### config.mk
export PLATFORM = sky130hd
export DESIGN_NAME = uart_rx_fifo
export DESIGN_NICKNAME = d
export VERILOG_FILES = /design/src/rtl/uart_pkg.sv /design/src/rtl/uart_fifo_ram.sv /design/src/rtl/uart_rx_fifo.sv
export SDC_FILE = /design/constraint.sdc
export NUM_CORES = 1
export LEC_CHECK = 0
export ABC_AREA = 1
export CAP_MARGIN = 20
export CELL_PAD_IN_SITES_DETAIL_PLACEMENT = 1
export CELL_PAD_IN_SITES_GLOBAL_PLACEMENT = 1
export CORE_ASPECT_RATIO = 0.9
export CORE_UTILIZATION = 50
export CTS_CLUSTER_SIZE = 16
export DETAILED_ROUTE_END_ITERATION = 10
export GPL_TIMING_DRIVEN = 0
export PLACE_DENSITY = 0.88
export SLEW_MARGIN = 20
export SYNTH_ARGS = -nofsm -noshare
export SYNTH_HDL_FRONTEND = slang
export SYNTH_SLANG_ARGS = --single-unit
### constraint.sdc
create_clock -name clk -period 6.1 [get_ports clk]
set_input_delay 1.22 -clock clk [delete_from_list [all_inputs] [get_ports clk]]
set_output_delay 1.22 -clock clk [all_outputs]
set_load 0.1 [all_outputs]
### src/rtl/uart_pkg.sv
// Shared UART definitions used by the receiver, transmitter and receive FIFO.
package uart_pkg;

   localparam int unsigned UART_DATA_W = 8;

   typedef logic [UART_DATA_W-1:0] uart_byte_t;

endpackage

### src/rtl/uart_fifo_ram.sv
// DEPTH x byte storage for the UART receive FIFO: one synchronous write port,
// one asynchronous read port. Contents are not reset.
module uart_fifo_ram
   import uart_pkg::*;
#(
   parameter int unsigned DEPTH = 16
) (
   input  logic                     clk,
   input  logic                     we_i,
   input  logic [$clog2(DEPTH)-1:0] waddr_i,
   input  uart_byte_t               wdata_i,
   input  logic [$clog2(DEPTH)-1:0] raddr_i,
   output uart_byte_t               rdata_c
);

   uart_byte_t mem_q [DEPTH];

   always_ff @(posedge clk) begin
      if (we_i) begin
         mem_q[waddr_i] <= wdata_i;
      end
   end

   assign rdata_c = mem_q[raddr_i];

endmodule

### src/rtl/uart_rx_fifo.sv
// Show-ahead receive FIFO behind the UART receiver with sticky overflow flag.
// Define UART_RX_FIFO_LEVEL_EN to add the occupancy output port "level".
module uart_rx_fifo
   import uart_pkg::*;
#(
   parameter int unsigned DEPTH = 16
) (
   input  logic                   clk,
   input  logic                   button_rst,
   input  uart_byte_t             rx_data,
   input  logic                   rx_valid,
   output uart_byte_t             rd_data,
   output logic                   rd_valid,
   input  logic                   rd_ready,
   output logic                   full,
   output logic                   overflow,
   input  logic                   ovf_clr
`ifdef UART_RX_FIFO_LEVEL_EN
   ,
   output logic [$clog2(DEPTH):0] level
`endif
);

   localparam int unsigned PW = $clog2(DEPTH);
   localparam int unsigned CW = PW + 1;

   logic [PW-1:0] wr_ptr_q, wr_ptr_d;
   logic [PW-1:0] rd_ptr_q, rd_ptr_d;
   logic [CW-1:0] count_q, count_d;
   uart_byte_t    rd_data_q, rd_data_d;
   logic          rd_valid_q, full_q, overflow_q, overflow_d;
   logic          pop, wr_en;
   uart_byte_t    ram_rdata;

   assign pop   = rd_valid_q & rd_ready;
   assign wr_en = rx_valid & (~full_q | pop);

   always_comb begin
      wr_ptr_d   = wr_ptr_q;
      rd_ptr_d   = rd_ptr_q;
      count_d    = count_q;
      rd_data_d  = rd_data_q;
      overflow_d = overflow_q & ~ovf_clr;

      if (wr_en) begin
         wr_ptr_d = wr_ptr_q + PW'(1);
      end
      if (pop) begin
         rd_ptr_d = rd_ptr_q + PW'(1);
      end

      unique case ({wr_en, pop})
         2'b10:   count_d = count_q + CW'(1);
         2'b01:   count_d = count_q - CW'(1);
         default: count_d = count_q;
      endcase

      // Set wins over clear.
      if (rx_valid && full_q && !pop) begin
         overflow_d = 1'b1;
      end

      // Next head: bypass the incoming byte when it lands in an empty slot chain.
      if (wr_en && (count_q == CW'(pop))) begin
         rd_data_d = rx_data;
      end else if (count_d != '0) begin
         rd_data_d = ram_rdata;
      end
   end

   always_ff @(posedge clk or negedge button_rst) begin
      if (!button_rst) begin
         wr_ptr_q   <= '0;
         rd_ptr_q   <= '0;
         count_q    <= '0;
         rd_data_q  <= '0;
         rd_valid_q <= 1'b0;
         full_q     <= 1'b0;
         overflow_q <= 1'b0;
      end else begin
         wr_ptr_q   <= wr_ptr_d;
         rd_ptr_q   <= rd_ptr_d;
         count_q    <= count_d;
         rd_data_q  <= rd_data_d;
         rd_valid_q <= (count_d != '0);
         full_q     <= (count_d == CW'(DEPTH));
         overflow_q <= overflow_d;
      end
   end

   uart_fifo_ram #(
      .DEPTH (DEPTH)
   ) u_ram (
      .clk     (clk),
      .we_i    (wr_en),
      .waddr_i (wr_ptr_q),
      .wdata_i (rx_data),
      .raddr_i (rd_ptr_d),
      .rdata_c (ram_rdata)
   );

   assign rd_data  = rd_data_q;
   assign rd_valid = rd_valid_q;
   assign full     = full_q;
   assign overflow = overflow_q;

`ifdef UART_RX_FIFO_LEVEL_EN
   assign level = count_q;
`endif

endmodule

==> flow_metrics.tcl, run 1 <==
set metrics [dict create \
    outcome "completed" \
    ys_async_sr_fraction 0.158 \
    post_drt_wl_per_cell_um 22.0 \
    syn-instance-count 687 \
    final_area_mm2 0.00806 \
    place_congestion 0.954 \
    placement.cell_area_mm2 0.00747 \
    drt_iter0_markers 415 \
    layout-area-overhead-vs-synth_pct 14.5 \
    inserted_clock_buffers 17 \
    initial_core_util 0.521 \
    ys_top_cells_by_area "edfxtp_1 55%, nand3_1 11%, dfrtp_1 8.5%, nand2_1 7.8%, inv_1 5.4%" \
    final_report_max_slew_violation_count 0 \
    per_cell_via_count_in_the_routed_design 5.73 \
    period_utilisation_layout 0.635 \
    number_of_hold_violations_in_the_final_report 0 \
    finClkSkew_ns 0.00776 \
    hp-start "rd_data[2]$_DFFE_PN0P_" \
    postSynthRegisterBits 152 \
    clock-root-buffer "clkbuf_16" \
    timing.setup.tns_ns 0 \
    die_w_um 127 \
    cts_post_setup_buffers_inserted 0 \
    synth_top_cell_area_share 0.546 \
    remaining_drc_errors 0 \
    maximum_vdd_ir_drop_uv 411 \
    total_grt_usage 0.298 \
    antenna-diode-count 0 \
    maximum_number_of_pins_on_one_net_before_global_route_repair 25 \
    synth-edff-count 128 \
    maxCapViolCount 0 \
    area_occupied_by_multi_input_gates_mm2 0.00205 \
    globalRouteMet1Util 0.363 \
    synth_top_cell_by_area "edfxtp_1" \
    critical_path.reg2reg.startpoint "rd_valid$_DFF_PN0_" \
    clkLatencyLatePin_ns 0.44 \
    yosys_warnings 0 \
    rsz_0062_raised_after_global_routing "false" \
    boundaryPins 24 \
    ys_seq_area_frac 0.632 \
    grt_antenna_before_repair 0 \
    synthesis.nets 708 \
    timing.critical_path.arrival_ns 4.24 \
    grt.overflow.total 0 \
    numPortBuffers 23 \
    cts_htree_levels 4 \
    intPower_mw 2.52 \
    crit_required_ns 6.47 \
    worst_setup_end_kind "flip-flop" \
    fp-row-count 40 \
    p_comb_frac 0.465 \
    share_of_layout_cells_above_drive_strength_1 0.0916 \
    period_needed_ns 3.87 \
    timing.fmax_mhz 258 \
    cts_hold_repair.buffers 0 \
    p_clk_frac 0.231 \
    grt_pass1_wl_mm 31.2 \
    die_y_um 115 \
    postRouteAntennaNets 0 \
    globalRoute.busiestLayer "met2" \
    syn_area_per_cell_um2 10.2 \
    routed-via-count 5214 \
    number_of_global_route_vias_before_repair 5718 \
    fin_nets 750 \
    clockBufferDepth 2 \
    floorplan.die_area_mm2 0.0145 \
    power_switching_mw 2.07 \
    drt-pass1-iter-count 5 \
    sequentialPowerShare 0.304 \
    number_of_fill_cells 1460 \
    drt-total-wl_mm 20.0 \
    start_kind "input port" \
    cts_resized 0 \
    finalSetupViolCount 0 \
    synth.cell_area_mm2 0.00703 \
    timing.max_slew.rel_slack 0.343 \
    clk_pin_slew_ns 0.06 \
    critPathMaxFanout 9 \
    cts_tree "done" \
    placeable_area_mm2 0.0135 \
    power-per-cell-area_mw_per_mm2 570 \
    globalRouteMet2Util 0.523 \
    synth.distinct_cells 28 \
    critical_path.startpoint "rd_ready" \
    switching_share 0.451 \
    cellLeakagePower_nw 3.38 \
    hold_path_class "flip-flop to flip-flop" \
    synth_ff_type "edfxtp_1" \
    grt.met3_usage 0.0579 \
    clock_sinks 152 \
    ff_latch_area_mm2 0.00444 \
    max_slew.worst_pin.slew_ns 0.983 \
    crit_type "input port to flip-flop" \
    dpl.hpwl_mm 13.3 \
]
-- routing by layer --
metal / up-vias / routed length (µm) / share of wire
li1: 2378 / - / -
met3: 43 / 1040 / 0.052
met1: 2612 / 8280 / 0.41
met4: 0 / 503 / 0.025
met2: 181 / 10200 / 0.51
met5: - / 0 / 0
-- placed cells by master, fill, tap and decap left out, drive strengths merged --
| cell | count |
|---|---|
| edfxtp | 128 |
| bufinv | 3 |
| o21ai | 5 |
| or2 | 1 |
| inv | 104 |
| nand4 | 2 |
| ha | 8 |
| clkinvlp | 4 |
| buf | 27 |
| xnor2 | 3 |
| clkinv | 8 |
| a21oi | 2 |
| clkbuf | 22 |
| nor3 | 1 |
| clkdlybuf4s50 | 22 |
| nand3b | 48 |
| xor2 | 6 |
| nand2 | 148 |
| nor2 | 27 |
| dfrtp | 24 |
| nand3 | 149 |
-- power by group through the flow --
stage,clock network [mW],logic (mW),registers (mW)
after floorplan,0,1.19,1.63
after global placement,0,1.97,1.40
after detailed placement,0,2.07,1.41
after CTS,1.07,2.11,1.39
after global routing,1.10,2.32,1.41
final,1.06,2.14,1.39
-- final timing paths --
kind | endpoint | cells past startpoint | slack (ns)
min | rd_data[2]$_DFFE_PN0P_ | 2 | 0.52
max in group asynchronous | wr_ptr_q[1]$_DFFE_PN0P_ | 1 | 4.94
max | rd_data[5]$_DFFE_PN0P_ | 18 | 2.23
min in group asynchronous | rd_ptr_q[3]$_DFF_PN0_ | 1 | 0.78
max reg2reg | rd_data[5]$_DFFE_PN0P_ | 16 | 3.10
min reg2reg | rd_data[2]$_DFFE_PN0P_ | 2 | 0.52
-- worst max-delay path, stage by stage --
cell and delay [ns]:
clkdlybuf4s50_1 0.54, nand2_4 0.12, nand2_1 0.08, nand2_1 0.12, ha_1 0.32, nand2_1 0.09
inv_1 0.05, nor2_1 0.14, ha_1 0.25, nand2_1 0.08, nand2_1 0.07, nor2_1 0.20
inv_1 0.08, nor2_1 0.16, nand3_1 0.13, nor2_2 0.33, nand3_1 0.15, nand2_1 0.11
-- cell type report --
| class | count | share of cell area |
|---|---|---|
| Buffer | 30 | 0.0182 |
| Sequential cell | 152 | 0.552 |
| Timing Repair Buffer | 23 | 0.0280 |
| Clock inverter | 14 | 0.0196 |
| Tap cell | 168 | 0.0261 |
| Clock buffer | 18 | 0.0533 |
| Multi-Input combinational cell | 400 | 0.254 |
| Inverter | 105 | 0.0489 |
-- cells in the mapped netlist, drive strengths merged, types with 2 or more instances --
cell and count:
dfrtp 24, nand2 148, o21ai 5, buf 26, nand3 149, nor2 27
clkbuf 4, xor2 6, ha 8, nand4 2, xnor2 3, inv 104
a21oi 2, nand3b 48, edfxtp 128
-- cell families after synthesis --
kind of cell / count (synthesis) / share of synthesized area
adders and majority gates: 8 / 0.0142
buffers and inverters: 135 / 0.0768
and+or+nand+nor: 376 / 0.257
DFF: 152 / 0.632
AOI/OAI and AO/OA: 7 / 0.00551
xor gates and xnor gates: 9 / 0.0144
-- per-stage QoR --
step	instances	util	worst slack (ns)	power, mW	hold slack (ns)
2_1_floorplan	687	-	2.95	2.82	0.521
3_3_place_gp	878	0.553	2.11	3.37	0.496
3_5_place_dp	878	0.553	1.93	3.48	0.506
4_1_cts	910	0.597	2.25	4.58	0.520
5_1_grt	910	0.596	1.96	4.83	0.545
6_report	910	0.596	2.23	4.59	0.516
-- state kept, by name, indices dropped and copies added, names as in the netlist --
signal and cells:
rd_ptr_q 4, overflow 1, rd_valid 1, full 1, rd_data 8, wr_ptr_q 4, count_q 5, u_ram.mem_q 128
Power figures use the tool's default switching activity.
==> run 2, diff against run 1 <==
- CORE_UTILIZATION: 50 -> 44
- PLACE_DENSITY: 0.88 -> 0.83
- clock period: 6.1 -> 3.4 ns (I/O delays scaled with it)
==> run 2 against run 1 <==
  * Via count decreased by 0.21%
  * Hold slack worse by 0.27 ns
  * First-iteration DRC count fell by 10%
==> flow_metrics.tcl, run 2 (synthesized netlist as in run 1, its figures left out) <==
set metrics [dict create \
    postRouteAntennaNets 0 \
    maxCapViolCount 0 \
    timing.fmax_mhz 320 \
    timing.max_slew.rel_slack 0.342 \
    grt_antenna_before_repair 0 \
    numPortBuffers 23 \
    intPower_mw 4.61 \
    max_slew.worst_pin.slew_ns 0.984 \
    drt-total-wl_mm 19.8 \
    share_of_layout_cells_above_drive_strength_1 0.0903 \
    post_drt_wl_per_cell_um 21.0 \
    crit_type "input port to flip-flop" \
    crit_chain "clkdlybuf4s50_1, nand2_4, nand2_1, nand2_1, ha_1, nand2_1, inv_1, nor2_1, ha_1, nand2_1, nand2_1, nor2_1, inv_1, nor2_1, nand3_1, nor2_4, nand3_1, nand2_1" \
    grt.overflow.total 0 \
    most-common-layout-cells "147 x nand3_1, 146 x nand2_1, 128 x edfxtp_1" \
    drt-pass1-iter-count 5 \
    clkLatencyLatePin_ns 0.43 \
    layoutNonFillerInstCount 944 \
    cts_post_setup_buffers_inserted 0 \
    critical_path.reg2reg.startpoint "rd_valid$_DFF_PN0_" \
    final_area_mm2 0.00813 \
    hold_path_class "input port to async pin" \
    cts_resized 0 \
    per_cell_via_count_in_the_routed_design 5.51 \
    worst_path_dominant_cell_family "simple AND/OR/NAND/NOR gates" \
    dpl.hpwl_mm 13.3 \
    inserted_clock_buffers 17 \
    place_congestion 0.904 \
    sequentialPowerShare 0.302 \
    clk_pin_slew_ns 0.06 \
    place_inst 912 \
    finClkSkew_ns 0.0106 \
    switching_share 0.444 \
    largest_register_ffs 128 \
    die_w_um 135 \
    finalSetupViolCount 0 \
    p_clk_frac 0.241 \
    number_of_fill_cells 1718 \
    post-route-worst-setup-slack_ns 0.273 \
    layout-area-overhead-vs-synth_pct 15.6 \
    fin_nets 750 \
    floorplan.die_area_mm2 0.0165 \
    drt_iter0_markers 373 \
    placeable_area_mm2 0.0155 \
    critical_path.startpoint "rd_ready" \
    remaining_drc_errors 0 \
    period_utilisation_layout 0.920 \
    critical_path.n_buffers_inverters 3 \
    fp-row-count 43 \
    power_switching_mw 3.68 \
    timing.critical_path.arrival_ns 3.49 \
    final_report_max_slew_violation_count 0 \
    registers.top_by_ff_count "u_ram.mem_q" \
    clockBufferDepth 2 \
    timing.setup.tns_ns 0 \
    crit_top_cell "nand2_1" \
    outcome "completed" \
    cts_hold_repair.buffers 0 \
    number_of_hold_violations_in_the_final_report 0 \
    critical-path-slowest-cell "clkdlybuf4s50_1" \
    period_needed_ns 3.13 \
    cts_htree_levels 4 \
    die_y_um 122 \
    cts_tree "done" \
    cpPeakStageDelay_ns 0.52 \
    grt_pass1_wl_mm 30.7 \
    crit_required_ns 3.77 \
    clock-root-buffer "clkbuf_16" \
    start_kind "input port" \
    boundaryPins 24 \
    total_grt_usage 0.258 \
    critPathMaxFanout 9 \
    worst_setup_end_kind "flip-flop" \
    maximum_number_of_pins_on_one_net_before_global_route_repair 25 \
    number_of_global_route_vias_before_repair 5554 \
    initial_core_util 0.454 \
    cellLeakagePower_nw 3.39 \
    power-per-cell-area_mw_per_mm2 1020 \
    p_comb_frac 0.457 \
    rsz_0062_raised_after_global_routing "false" \
    placement.cell_area_mm2 0.00752 \
    routed-via-count 5203 \
    dp_worst_setup_slack_ns -0.234 \
    clock_sinks 152 \
    layout_commonest_cell "nand3_1" \
    maximum_vdd_ir_drop_uv 757 \
    antenna-diode-count 0 \
]
-- run 2: metal layers --
layer  vias up  share of wire  GRT usage
met5         -              0          0
met4         0          0.023     0.0955
met3        36          0.051     0.0570
met2       158           0.52      0.450
met1      2628           0.41      0.313
li1       2381              -          -
-- run 2: final timing paths --
kind / to / slack, ns / cells past startpoint
min in group clk: rd_data[2]$_DFFE_PN0P_ / 0.52 / 2
min reg2reg: rd_data[2]$_DFFE_PN0P_ / 0.52 / 2
max: rd_data[3]$_DFFE_PN0P_ / 0.27 / 18
max reg2reg: rd_data[3]$_DFFE_PN0P_ / 0.59 / 17
min: rd_data[6]$_DFFE_PN0P_ / 0.24 / 1
max in group asynchronous: count_q[1]$_DFF_PN0_ / 2.76 / 1
-- run 2: final cells by class --
type | instances | area (µm²) | area share
flip-flops and latches | 152 | 4440 | 0.546
clock buffers | 20 | 437 | 0.0537
multi-input cells | 400 | 2060 | 0.253
clock inverters | 12 | 174 | 0.0214
repair buffers | 23 | 225 | 0.0277
well taps | 202 | 253 | 0.0311
plain buffers | 30 | 146 | 0.0180
inverters | 105 | 394 | 0.0485
-- run 2: power by group through the flow --
stage	combinational (mW)	sequential (mW)	clock, mW
6_report	3.79	2.50	1.99
5_1_grt	4.10	2.53	2.07
4_1_cts	3.75	2.50	2.01
3_5_place_dp	3.69	2.53	0
3_3_place_gp	3.55	2.51	0
2_1_floorplan	2.13	2.92	0
-- run 2: stage by stage --
stage	utilization	power (mW)	hold slack, ns
6_report	0.525	8.29	0.241
2_1_floorplan	-	5.05	0.384
3_3_place_gp	0.485	6.06	0.498
4_1_cts	0.525	8.26	0.524
3_5_place_dp	0.485	6.22	0.509
5_1_grt	0.525	8.70	0.275
